### config.mk
export PLATFORM = sky130hd
export DESIGN_NAME = nibble_serial_add_ctrl
export DESIGN_NICKNAME = d
export VERILOG_FILES = /design/src/rtl/adder_ctrl_pkg.sv /design/src/rtl/ripple_carry_adder_4bit.sv /design/src/rtl/nibble_serial_add_ctrl.sv
export SDC_FILE = /design/constraint.sdc
export NUM_CORES = 1
export LEC_CHECK = 0
export ABC_AREA = 1
export CAP_MARGIN = 40
export CORE_UTILIZATION = 50
export CTS_CLUSTER_DIAMETER = 120
export DETAILED_ROUTE_END_ITERATION = 8
export HOLD_SLACK_MARGIN = 0.03
export PLACE_DENSITY = 0.79
export SETUP_SLACK_MARGIN = 0.05
export SYNTH_ARGS = -nofsm -noshare
export SYNTH_HDL_FRONTEND = slang
export SYNTH_SLANG_ARGS = --single-unit
export TNS_END_PERCENT = 30
### constraint.sdc
create_clock -name clk -period 7.75 [get_ports clk]
set_input_delay 0.775 -clock clk [delete_from_list [all_inputs] [get_ports clk]]
set_output_delay 0.775 -clock clk [all_outputs]
set_load 0.005 [all_outputs]
### src/rtl/adder_ctrl_pkg.sv
// Shared types and constants for the nibble-serial adder controller.
package adder_ctrl_pkg;

  localparam int unsigned NIBBLE = 4;

  typedef enum logic [1:0] {
    IDLE = 2'd0,
    RUN  = 2'd1,
    DONE = 2'd2
  } state_e;

  // Signed overflow of the most significant nibble pass: carry into MSB xor carry out of MSB.
  function automatic logic nibble_overflow(input logic [NIBBLE-1:0] a_nib,
                                           input logic [NIBBLE-1:0] b_nib,
                                           input logic [NIBBLE-1:0] s_nib,
                                           input logic              c_out);
    logic c_into_msb;
    c_into_msb = a_nib[NIBBLE-1] ^ b_nib[NIBBLE-1] ^ s_nib[NIBBLE-1];
    return c_into_msb ^ c_out;
  endfunction

endpackage

### src/rtl/ripple_carry_adder_4bit.sv
// Combinational 4-bit ripple-carry adder used as the single datapath slice.
module ripple_carry_adder_4bit
  import adder_ctrl_pkg::*;
(
  input  logic [NIBBLE-1:0] a_i,
  input  logic [NIBBLE-1:0] b_i,
  input  logic              cin_i,
  output logic [NIBBLE-1:0] sum_o,
  output logic              cout_o
);

  logic [NIBBLE:0] carry;

  always_comb begin
    carry    = '0;
    sum_o    = '0;
    carry[0] = cin_i;
    for (int i = 0; i < NIBBLE; i++) begin
      sum_o[i]   = a_i[i] ^ b_i[i] ^ carry[i];
      carry[i+1] = (a_i[i] & b_i[i]) | (carry[i] & (a_i[i] ^ b_i[i]));
    end
  end

  assign cout_o = carry[NIBBLE];

endmodule

### src/rtl/nibble_serial_add_ctrl.sv
// Nibble-serial adder controller: one 4-bit pass per cycle over N_NIBBLES nibbles.
// Optional subtract mode is enabled by defining NIBBLE_SERIAL_ADD_CTRL_SUBTRACT_EN.
module nibble_serial_add_ctrl
  import adder_ctrl_pkg::*;
#(
  parameter int unsigned N_NIBBLES = 4
) (
  input  logic                      clk,
  input  logic                      rst,
  input  logic                      in_valid,
  output logic                      in_ready,
  input  logic [NIBBLE*N_NIBBLES-1:0] a,
  input  logic [NIBBLE*N_NIBBLES-1:0] b,
  input  logic                      cin,
  input  logic                      op,
  output logic                      out_valid,
  input  logic                      out_ready,
  output logic [NIBBLE*N_NIBBLES-1:0] sum,
  output logic                      cout,
  output logic                      overflow
);

  localparam int unsigned W     = NIBBLE * N_NIBBLES;
  localparam int unsigned IDX_W = (N_NIBBLES > 1) ? $clog2(N_NIBBLES) : 1;
  localparam logic [IDX_W-1:0] LAST_IDX = IDX_W'(N_NIBBLES - 1);

  state_e            state_q, state_d;
  logic [IDX_W-1:0]  idx_q, idx_d;
  logic [W-1:0]      a_q, a_d;
  logic [W-1:0]      b_q, b_d;
  logic              carry_q, carry_d;
  logic [W-1:0]      sum_q, sum_d;
  logic              cout_q, cout_d;
  logic              ovf_q, ovf_d;
  logic              in_ready_q, in_ready_d;
  logic              out_valid_q, out_valid_d;

  logic [W-1:0]      b_load_c;
  logic              c_load_c;
  logic [NIBBLE-1:0] a_nib_c, b_nib_c, s_nib_c;
  logic              c_out_c;

  // Operand conditioning at accept time; subtract is a + ~b + 1.
`ifdef NIBBLE_SERIAL_ADD_CTRL_SUBTRACT_EN
  assign b_load_c = op ? ~b : b;
  assign c_load_c = op ? 1'b1 : cin;
`else
  logic unused_op;
  assign unused_op = op;
  assign b_load_c  = b;
  assign c_load_c  = cin;
`endif

  assign a_nib_c = a_q[idx_q*NIBBLE +: NIBBLE];
  assign b_nib_c = b_q[idx_q*NIBBLE +: NIBBLE];

  ripple_carry_adder_4bit u_rca (
    .a_i    (a_nib_c),
    .b_i    (b_nib_c),
    .cin_i  (carry_q),
    .sum_o  (s_nib_c),
    .cout_o (c_out_c)
  );

  always_comb begin
    state_d  = state_q;
    idx_d    = idx_q;
    a_d      = a_q;
    b_d      = b_q;
    carry_d  = carry_q;
    sum_d    = sum_q;
    cout_d   = cout_q;
    ovf_d    = ovf_q;

    case (state_q)
      IDLE: begin
        if (in_valid) begin
          a_d     = a;
          b_d     = b_load_c;
          carry_d = c_load_c;
          idx_d   = '0;
          state_d = RUN;
        end
      end
      RUN: begin
        sum_d[idx_q*NIBBLE +: NIBBLE] = s_nib_c;
        carry_d = c_out_c;
        if (idx_q == LAST_IDX) begin
          idx_d   = '0;
          cout_d  = c_out_c;
          ovf_d   = nibble_overflow(a_nib_c, b_nib_c, s_nib_c, c_out_c);
          state_d = DONE;
        end else begin
          idx_d = idx_q + IDX_W'(1);
        end
      end
      DONE: begin
        if (out_ready) begin
          state_d = IDLE;
        end
      end
      default: state_d = IDLE;
    endcase

    // Handshake flags are registered copies of the upcoming state.
    in_ready_d  = (state_d == IDLE);
    out_valid_d = (state_d == DONE);
  end

  always_ff @(posedge clk) begin
    if (rst) begin
      state_q     <= IDLE;
      idx_q       <= '0;
      a_q         <= '0;
      b_q         <= '0;
      carry_q     <= 1'b0;
      sum_q       <= '0;
      cout_q      <= 1'b0;
      ovf_q       <= 1'b0;
      in_ready_q  <= 1'b1;
      out_valid_q <= 1'b0;
    end else begin
      state_q     <= state_d;
      idx_q       <= idx_d;
      a_q         <= a_d;
      b_q         <= b_d;
      carry_q     <= carry_d;
      sum_q       <= sum_d;
      cout_q      <= cout_d;
      ovf_q       <= ovf_d;
      in_ready_q  <= in_ready_d;
      out_valid_q <= out_valid_d;
    end
  end

  assign in_ready  = in_ready_q;
  assign out_valid = out_valid_q;
  assign sum       = sum_q;
  assign cout      = cout_q;
  assign overflow  = ovf_q;

endmodule

## Word level (Yosys, flattened, before mapping)

Index checks and enable logic that the tools add are counted.

- Register bits after elaboration: 57
- Bits in latches: 0
- Memory bits (writable): 0
- ROM bits: 0
- Output and inout port bits: 20
- Memories: 0

- Add/subtract/negate cells: 2
- Multiply operators: 0
- Div/mod/pow operators: 0
- Order comparisons: 0
- Equal/unequal tests: 5
- Shift operators: 4
- Multiplexer cells: 10
- Bitwise gates (word level): 22
- Reduce and logical (&&, ||, !) cells: 6

Operators by type and width:

| operator | count |
|---|---|
| 4-bit negator with 34-bit output | 1 |
| 4-bit by 34-bit variable shift with 16-bit output, first input constant | 1 |
| 4-bit by 34-bit variable part select with 16-bit output | 1 |
| 16-bit by 5-bit variable part select with 4-bit output | 2 |
| 16-bit bitwise mux | 1 |
| 2-bit 2-to-1 mux | 5 |
| 1-bit bitwise XOR | 10 |
| 1-bit bitwise AND | 8 |
| 2-bit == test, second input constant | 3 |
| 2-bit case mux with 3 select lines | 1 |
| 2-bit AND reduction | 3 |
| 2-bit zero test | 2 |
| 1-bit OR | 4 |
| 2-bit case mux with 2 select lines | 1 |
| 2-bit by 1-bit adder with 2-bit output, second input constant | 1 |
| 2-bit by 1-bit == test with 1-bit output, second input constant | 1 |
| 2-bit != test, second input constant | 1 |
| 1-bit case mux with 2 select lines | 1 |
| 2-bit nonzero test | 1 |
| 1-bit 2-to-1 mux | 1 |

## Logic depth before layout (Yosys ltp)

Gate-level depths: netlist of the first run.

- Word-level depth: 11
- Mapped depth: 17
- Depth with buffers taken out: 16

## Modules after synthesis

From an unflattened synthesis of the first run, not the netlist that was laid out.

- Cell total of the unflattened synthesis: 345
- Area, all modules: 2551.2 sq um

Modules (own cells, without submodules):

| module | times used | cells each | area an instance (sq um) | sequential area each (sq um) |
|---|---|---|---|---|
| nibble_serial_add_ctrl | 1 | 331 | 2433.6 | 1141.1 |
| ripple_carry_adder_4bit | 1 | 14 | 117.6 | 0.0 |

## Worst setup path before layout of the first run

No wires, ideal clock.

- Kind: reg-to-reg
- Start point: register idx_q[0]
- End point: register ovf_q (netlist: overflow)
- Setup time: 109 ps
- Arrival time: 2794 ps
- Required time: 7641 ps
- Slack: 4847 ps
- Cell stages (with the launch flop): 17
- Path buffers: 1
- Period minus slack after synthesis: 2903 ps
- Path through: dfxtp_1 -> inv_1 -> clkbuf_1 -> o21ai_0 -> o22ai_1 -> fa_1 -> inv_1 -> fa_1 -> fa_1 -> inv_1 -> fa_1 -> nand2_1 -> nand2_1 -> nand2_1 -> nand3_1 -> nand2_1 -> inv_1

- Cells in the longest elaborated chain, start to end: 11

RTL lines:

| what | line | source |
|---|---|---|
| start: declaration | nibble_serial_add_ctrl.sv:28 | `logic [IDX_W-1:0] idx_q, idx_d;` |
| start signal: assignment | nibble_serial_add_ctrl.sv:124 | `idx_q <= idx_d;` |
| 16-bit by 5-bit variable part select with 4-bit output (on tied branches) | nibble_serial_add_ctrl.sv:54, nibble_serial_add_ctrl.sv:55 |  |
| 1-bit bitwise XOR | ripple_carry_adder_4bit.sv:20 | `carry[i+1] = (a_i[i] & b_i[i]) \| (carry[i] & (a_i[i] ^ b_i[i]));` |
| 1-bit bitwise AND | ripple_carry_adder_4bit.sv:20 |  |
| 1-bit OR | ripple_carry_adder_4bit.sv:20 |  |
| 1-bit bitwise AND | ripple_carry_adder_4bit.sv:20 |  |
| 1-bit OR | ripple_carry_adder_4bit.sv:20 |  |
| 1-bit bitwise AND | ripple_carry_adder_4bit.sv:20 |  |
| 1-bit OR | ripple_carry_adder_4bit.sv:20 |  |
| 1-bit bitwise XOR or 1-bit bitwise AND (tied branches) | ripple_carry_adder_4bit.sv:19, ripple_carry_adder_4bit.sv:20 |  |
| 1-bit bitwise XOR or 1-bit OR (tied branches) | adder_ctrl_pkg.sv:18, ripple_carry_adder_4bit.sv:20 |  |
| 1-bit bitwise XOR | adder_ctrl_pkg.sv:19 | `return c_into_msb ^ c_out;` |
| end signal: assignment | nibble_serial_add_ctrl.sv:130 | `ovf_q <= ovf_d;` |
| end: declaration | nibble_serial_add_ctrl.sv:34 | `logic ovf_q, ovf_d;` |

Parallel ways exist; a longest one is shown, timed or not.
A chain may end at the register's enable or synchronous reset.

## Final worst setup path of the first run

- Start point: register idx_q[0]
- End point: register sum_q[3] (netlist: sum[3])

- Cells in the longest elaborated chain, start to end: 11

RTL lines:

| what | line | source |
|---|---|---|
| 16-bit by 5-bit variable part select with 4-bit output (on tied branches) | nibble_serial_add_ctrl.sv:54, nibble_serial_add_ctrl.sv:55 |  |
| 1-bit bitwise XOR | ripple_carry_adder_4bit.sv:19, ripple_carry_adder_4bit.sv:20 |  |
| 1-bit bitwise AND | ripple_carry_adder_4bit.sv:20 |  |
| 1-bit OR | ripple_carry_adder_4bit.sv:20 |  |
| 1-bit bitwise AND | ripple_carry_adder_4bit.sv:20 |  |
| 1-bit OR | ripple_carry_adder_4bit.sv:20 |  |
| 1-bit bitwise AND | ripple_carry_adder_4bit.sv:20 |  |
| 1-bit OR | ripple_carry_adder_4bit.sv:20 |  |
| 1-bit bitwise XOR | ripple_carry_adder_4bit.sv:19 | `sum_o[i] = a_i[i] ^ b_i[i] ^ carry[i];` |
| 4-bit by 34-bit variable part select with 16-bit output | nibble_serial_add_ctrl.sv:86 | `sum_d[idx_q*NIBBLE +: NIBBLE] = s_nib_c;` |
| 16-bit bitwise mux * | nibble_serial_add_ctrl.sv:86 |  |
| end signal: assignment | nibble_serial_add_ctrl.sv:128 | `sum_q <= sum_d;` |
| end: declaration | nibble_serial_add_ctrl.sv:32 | `logic [W-1:0] sum_q, sum_d;` |

Mark *: on every way between the ends. The rest lies on a longest branch, timed or not.

==> results of run 1 <==
[layout make-up]
| type | instances | share of cell area |
|---|---|---|
| Clock buffer | 11 | 0.04251 |
| Tap cell | 67 | 0.02521 |
| Inverter | 35 | 0.03950 |
| Multi-Input combinational cell | 256 | 0.3706 |
| Timing Repair Buffer | 57 | 0.1731 |
| Sequential cell | 57 | 0.3431 |
| Clock inverter | 4 | 0.006020 |
[layer usage]
| layer | track usage | vias up |
|---|---|---|
| met3 | 0.05691 | 13 |
| li1 | - | 1260 |
| met5 | 0 | - |
| met4 | 0.1218 | 0 |
| met2 | 0.3859 | 49 |
| met1 | 0.2667 | 1073 |
[stage by stage]
step | total power [uW] | setup WS, ns | cell area (um^2) | cells
2_1_floorplan | 408.3 | 4.847 | 2600 | 365
3_3_place_gp | 448.2 | 3.995 | 3149 | 471
3_5_place_dp | 453.3 | 3.959 | 3164 | 472
4_1_cts | 682.8 | 3.958 | 3326 | 487
5_1_grt | 714.9 | 3.585 | 3326 | 487
6_report | 678.7 | 3.952 | 3326 | 487
[cell usage in the layout, fill, tap and decap left out, types with 5 or more instances in the layout]
master and instances:
nor2_1 97, dfxtp_1 57, clkdlybuf4s50_1 56, o21ai_0 54, nand2_1 48, inv_1 31
a21oi_1 21, clkbuf_8 10, ha_1 7, nand3_1 6, o21ai_1 5
[sequential cells by signal (all words and copies together), names as in the netlist]
register and count:
overflow 1, idx_q 2, state_q 2, b_q 16, a_q 16, in_ready 1
cout 1, carry_q 1, out_valid 1, sum 16
[synthesized netlist by cell type]
cell type / instances / share of area
nor3_1: 3 / 0.0058
o21ai_0: 54 / 0.10
a21oi_2: 1 / 0.0034
nand3_1: 6 / 0.012
nand2_2: 1 / 0.0024
clkbuf_1: 9 / 0.013
o21ai_1: 5 / 0.0096
fa_1: 4 / 0.031
nand3_2: 1 / 0.0039
a21oi_1: 21 / 0.040
buf_2: 4 / 0.0077
nor2_1: 97 / 0.14
inv_2: 3 / 0.0043
o22ai_1: 4 / 0.0096
clkinv_1: 1 / 0.0014
nor2_2: 4 / 0.0096
dfxtp_1: 57 / 0.44
nand2_1: 48 / 0.069
inv_1: 31 / 0.045
buf_4: 1 / 0.0029
buf_6: 3 / 0.013
ha_1: 7 / 0.034
[worst max-delay path, cell delays in order (launching register included)]
cell and delay (ns):
dfxtp_1 0.82, inv_1 0.56, o21ai_0 0.30, o22ai_1 0.12, fa_1 0.39, inv_1 0.07
fa_1 0.18, fa_1 0.19, inv_1 0.05, fa_1 0.58, nand3_1 0.10, o21ai_0 0.23
nand2_1 0.07, nor2_1 0.08
[report_power, final]
part,total [uW],switching (uW),internal [uW],leakage [uW]
sequential,325,12.9,312,0.000469
clock,232,111,120,0.0000887
combinational,122,67.3,54.9,0.000847
total,679,192,487,0.00140
[cells by family after synthesis]
family / count (synthesis) / share of synthesized area
adder cells (fa/ha/maj): 11 / 0.06448
flip-flops: 57 / 0.4389
buffers and inverters: 52 / 0.08710
AND/OR/NAND/NOR: 160 / 0.2425
AO/OA/AOI/OAI: 85 / 0.1670
[path summary, 6_finish.rpt]
path         cells after the start  startpoint  slack, ns      to
max                             13    idx_q[0]       3.95  sum[3]
min                              2      b_q[1]       0.45  b_q[1]
max reg2reg                     13    idx_q[0]       3.95  sum[3]
min reg2reg                      2      b_q[1]       0.45  b_q[1]
==> impl_metrics.ini, run 1 <==
[run_status]
status = finished, final reports clean

[sta]
finalMaxSlewViolations = 0
min_period_ns = 3.798
final-setup-viol-count = 0
max_slew_margin = 0.4864
skew_ns = 0.007646
period_share = 0.4901
whs_ns = 0.4542
fmax_mhz = 263.3
max_slew.worst_pin.slew_ns = 0.7693
hold_viol_final = 0
fin_setup_tns_ns = 0
rsz0062_at_grt = no

[route]
dr_wl_met3_um = 196
vias_per_cell = 4.918
route.layer.met1.wl_um = 2639
via_count = 2395
routed_wl_um = 5571
drc = 0
post_drt_wl_per_cell_um = 11.44
routed-wl-met2_um = 2605
ant_nets = 0
firstDrtPassIters = 4
drtIter0Drc = 98
highest_layer = met4

[job]
cap_violations = 0

[final_layout]
final_util = 0.6859
fillers = 422
nets = 465
drive_above_1_share = 0.05952
ff_latch_area_um2 = 1141
area_growth_pct = 27.91
antenna_cells = 0
multi_input_area_um2 = 1232

[global_routing]
grt_pass1_wl_um = 9259
gr-total-overflow = 0
first_global_vias = 2145
grt_antenna_before_repair = 0
grt_util_all_layers = 0.2284
grt_max_degree = 39

[yosys]
yosys_warnings = 0
syn-num-nets = 414
syn_inst = 365
synth-seq-area-share = 0.4389
synth.avg_cell_area_um2 = 7.123
ys_ff_latch = 57
syn_area_um2 = 2600
synth.distinct_cells = 22

[setup_path]
arrival_ns = 4.08
worstPathMaxFanout = 25
worst_setup_path_end_kind = flop
start_kind = flop
critical_path_class = reg -> reg
worst-endpoint-required_ns = 8.03

[cts]
cts_buffers = 9
clk_latency_ns = 0.34
cts_setup_buffers = 0
cts_root_buffer = clkbuf_8
cts.repair.resized = 0
htree_levels = 3
clockBufferDepth = 2
cts.sinks = 57
clk_pin_slew_ns = 0.06
cts_hold_buf = 0
cts_tree = built

[die]
die_w_um = 74.11
design.portCount = 58
die_h_um = 74.11
core_um2 = 4848
std_cell_rows = 25
start_util = 0.5363
die-area_um2 = 5492

[pwr]
p_leak_uw = 0.001405
power.density_nw_per_um2 = 204.1
ir_drop_mv = 0.09285

[worst_hold_path]
min_path_type = reg -> reg

[place]
port_buffers = 56
place_congestion = 0.7991
dp_hpwl_um = 3976
Note: power is estimated with default switching activity, not from simulation.
==> inputs of run 2 (changes only) <==
clock period = 3.9 ns   (was 7.75 ns; I/O delays follow)
==> run 2 against run 1 <==
Cell area increased by 2.5%; power grew 120%; flip-flop and latch count is the same; worst hold slack got worse by 0.0013 ns; die area unchanged; global-route usage up 1.0 points; final cell count increased by 0.82%; critical path depth increased by 3; sequential share of layout area fell by 0.83 points; critical endpoint is now sum[7]; largest cell class unchanged.
==> impl_metrics.ini, run 2 (same netlist as run 1, synthesis figures left out) <==
[cts]
clockBufferDepth = 2
cts_buffers = 9
cts_setup_buffers = 0
htree_levels = 3
clk_latency_ns = 0.33
cts_hold_buf = 0
cts_root_buffer = clkbuf_8
cts_tree = built
cts.sinks = 57
clk_pin_slew_ns = 0.06
cts.repair.resized = 0

[final_layout]
multi_input_area_um2 = 1232
design_area_um2 = 3408
final_cell_mix = 97 x nor2_1, 57 x dfxtp_1, 56 x clkdlybuf4s50_1, 54 x o21ai_0, 48 x nand2_1
final_common_cell = nor2_1
fillers = 416
antenna_cells = 0
area_growth_pct = 31.09
nets = 469
drive_above_1_share = 0.07075
ff_latch_area_um2 = 1141

[setup_path]
start_kind = flop
rr_endpoint = sum[7]
worstPathMaxFanout = 19
arrival_ns = 3.71
reg2reg_from = idx_q[0]
endpoint = sum[7]
critical_path_class = reg -> reg
startpoint = idx_q[0]
reg2reg_depth = 16
worst_setup_path_end_kind = flop
worst-endpoint-required_ns = 4.17
r2r_slack_ns = 0.46

[sta]
finalMaxSlewViolations = 0
min_period_ns = 3.439
hold_viol_final = 0
max_slew.worst_pin.slew_ns = 0.6305
skew_ns = 0.005699
whs_ns = 0.4530
fmax_mhz = 290.8
final-setup-viol-count = 0
period_share = 0.8819
max_slew_margin = 0.5792
rsz0062_at_grt = no
fin_setup_tns_ns = 0

[route]
route.layer.met1.wl_um = 2674
via_count = 2393
post_drt_wl_per_cell_um = 11.77
ant_nets = 0
drtIter0Drc = 147
dr_wl_met3_um = 227
routed-wl-met2_um = 2792
drc = 0
routed_wl_um = 5777
firstDrtPassIters = 4
highest_layer = met4
vias_per_cell = 4.874

[pwr]
ir_drop_mv = 0.2665
power.density_nw_per_um2 = 433.1
p_leak_uw = 0.001447

[run_status]
status = finished, final reports clean

[die]
die-area_um2 = 5492
core_um2 = 4848
die_h_um = 74.11
std_cell_rows = 25
design.portCount = 58
start_util = 0.5363
die_w_um = 74.11

[global_routing]
grt_antenna_before_repair = 0
first_global_vias = 2206
grt_pass1_wl_um = 9729
gr-total-overflow = 0
grt_util_all_layers = 0.2385
grt_max_degree = 39

[place]
dpl_cell_area_um2 = 3194
dp_hpwl_um = 4206
port_buffers = 56
place_congestion = 0.8220

[worst_hold_path]
min_path_type = reg -> reg

[job]
cap_violations = 0
run 2: worst min-delay path by stage:
| stage | slack (ns) | cells after the start | endpoint | start |
|---|---|---|---|---|
| 3_5_place_dp | 0.45 | 2 | b_q[1] | b_q[1] |
| 6_report | 0.45 | 2 | b_q[1] | b_q[1] |
| 2_1_floorplan | 0.42 | 2 | b_q[1] | b_q[1] |
| 5_1_grt | 0.48 | 2 | b_q[1] | b_q[1] |
| 3_3_place_gp | 0.44 | 2 | b_q[1] | b_q[1] |
| 4_1_cts | 0.45 | 2 | b_q[1] | b_q[1] |
run 2: area by class of cell:
class / count / area share
Tap cell: 67 / 0.02460
Clock inverter: 2 / 0.01028
Sequential cell: 57 / 0.3348
Inverter: 35 / 0.03855
Timing Repair Buffer: 61 / 0.1777
Multi-Input combinational cell: 256 / 0.3616
Clock buffer: 13 / 0.05250
run 2: stage by stage:
step	cells	utilization	setup slack (ns)	power, uW
after CTS	491	0.7030	0.5043	1485
after floorplan	365	-	0.9970	811.4
after global routing	491	0.7030	0.1792	1553
after detailed placement	476	0.6588	0.5956	904.5
after global placement	475	0.6557	0.6807	895.5
final	491	0.7030	0.4607	1476
run 2: critical path, stage by stage, from the launching register on:
cell	delay [ns]
dfxtp_1	0.67
inv_1	0.25
buf_4	0.24
nor2_1	0.09
o22ai_1	0.11
fa_1	0.40
inv_1	0.08
fa_1	0.17
fa_1	0.17
inv_1	0.05
fa_1	0.57
nand2_1	0.10
nor2_1	0.17
nand2_1	0.10
nand2_1	0.09
inv_1	0.04
nor2_1	0.07
run 2: metal layers:
layer  vias up  track usage
li1       1262            -
met1      1075       0.2873
met2        49       0.4152
met3         7      0.05691
met4         0      0.08333
met5         -            0
run 2: power by group:
group	total, uW	internal (uW)	switching, uW
Sequential	643	620	23.6
Combinational	251	113	138
Clock	582	360	222
Total	1480	1090	384
==> inputs of run 3 (changes only) <==
SETUP_SLACK_MARGIN = 0.1   (was 0.05)
==> results of run 3 <==
Same layout as run 2: the final DEF is identical, and so are final timing and power.
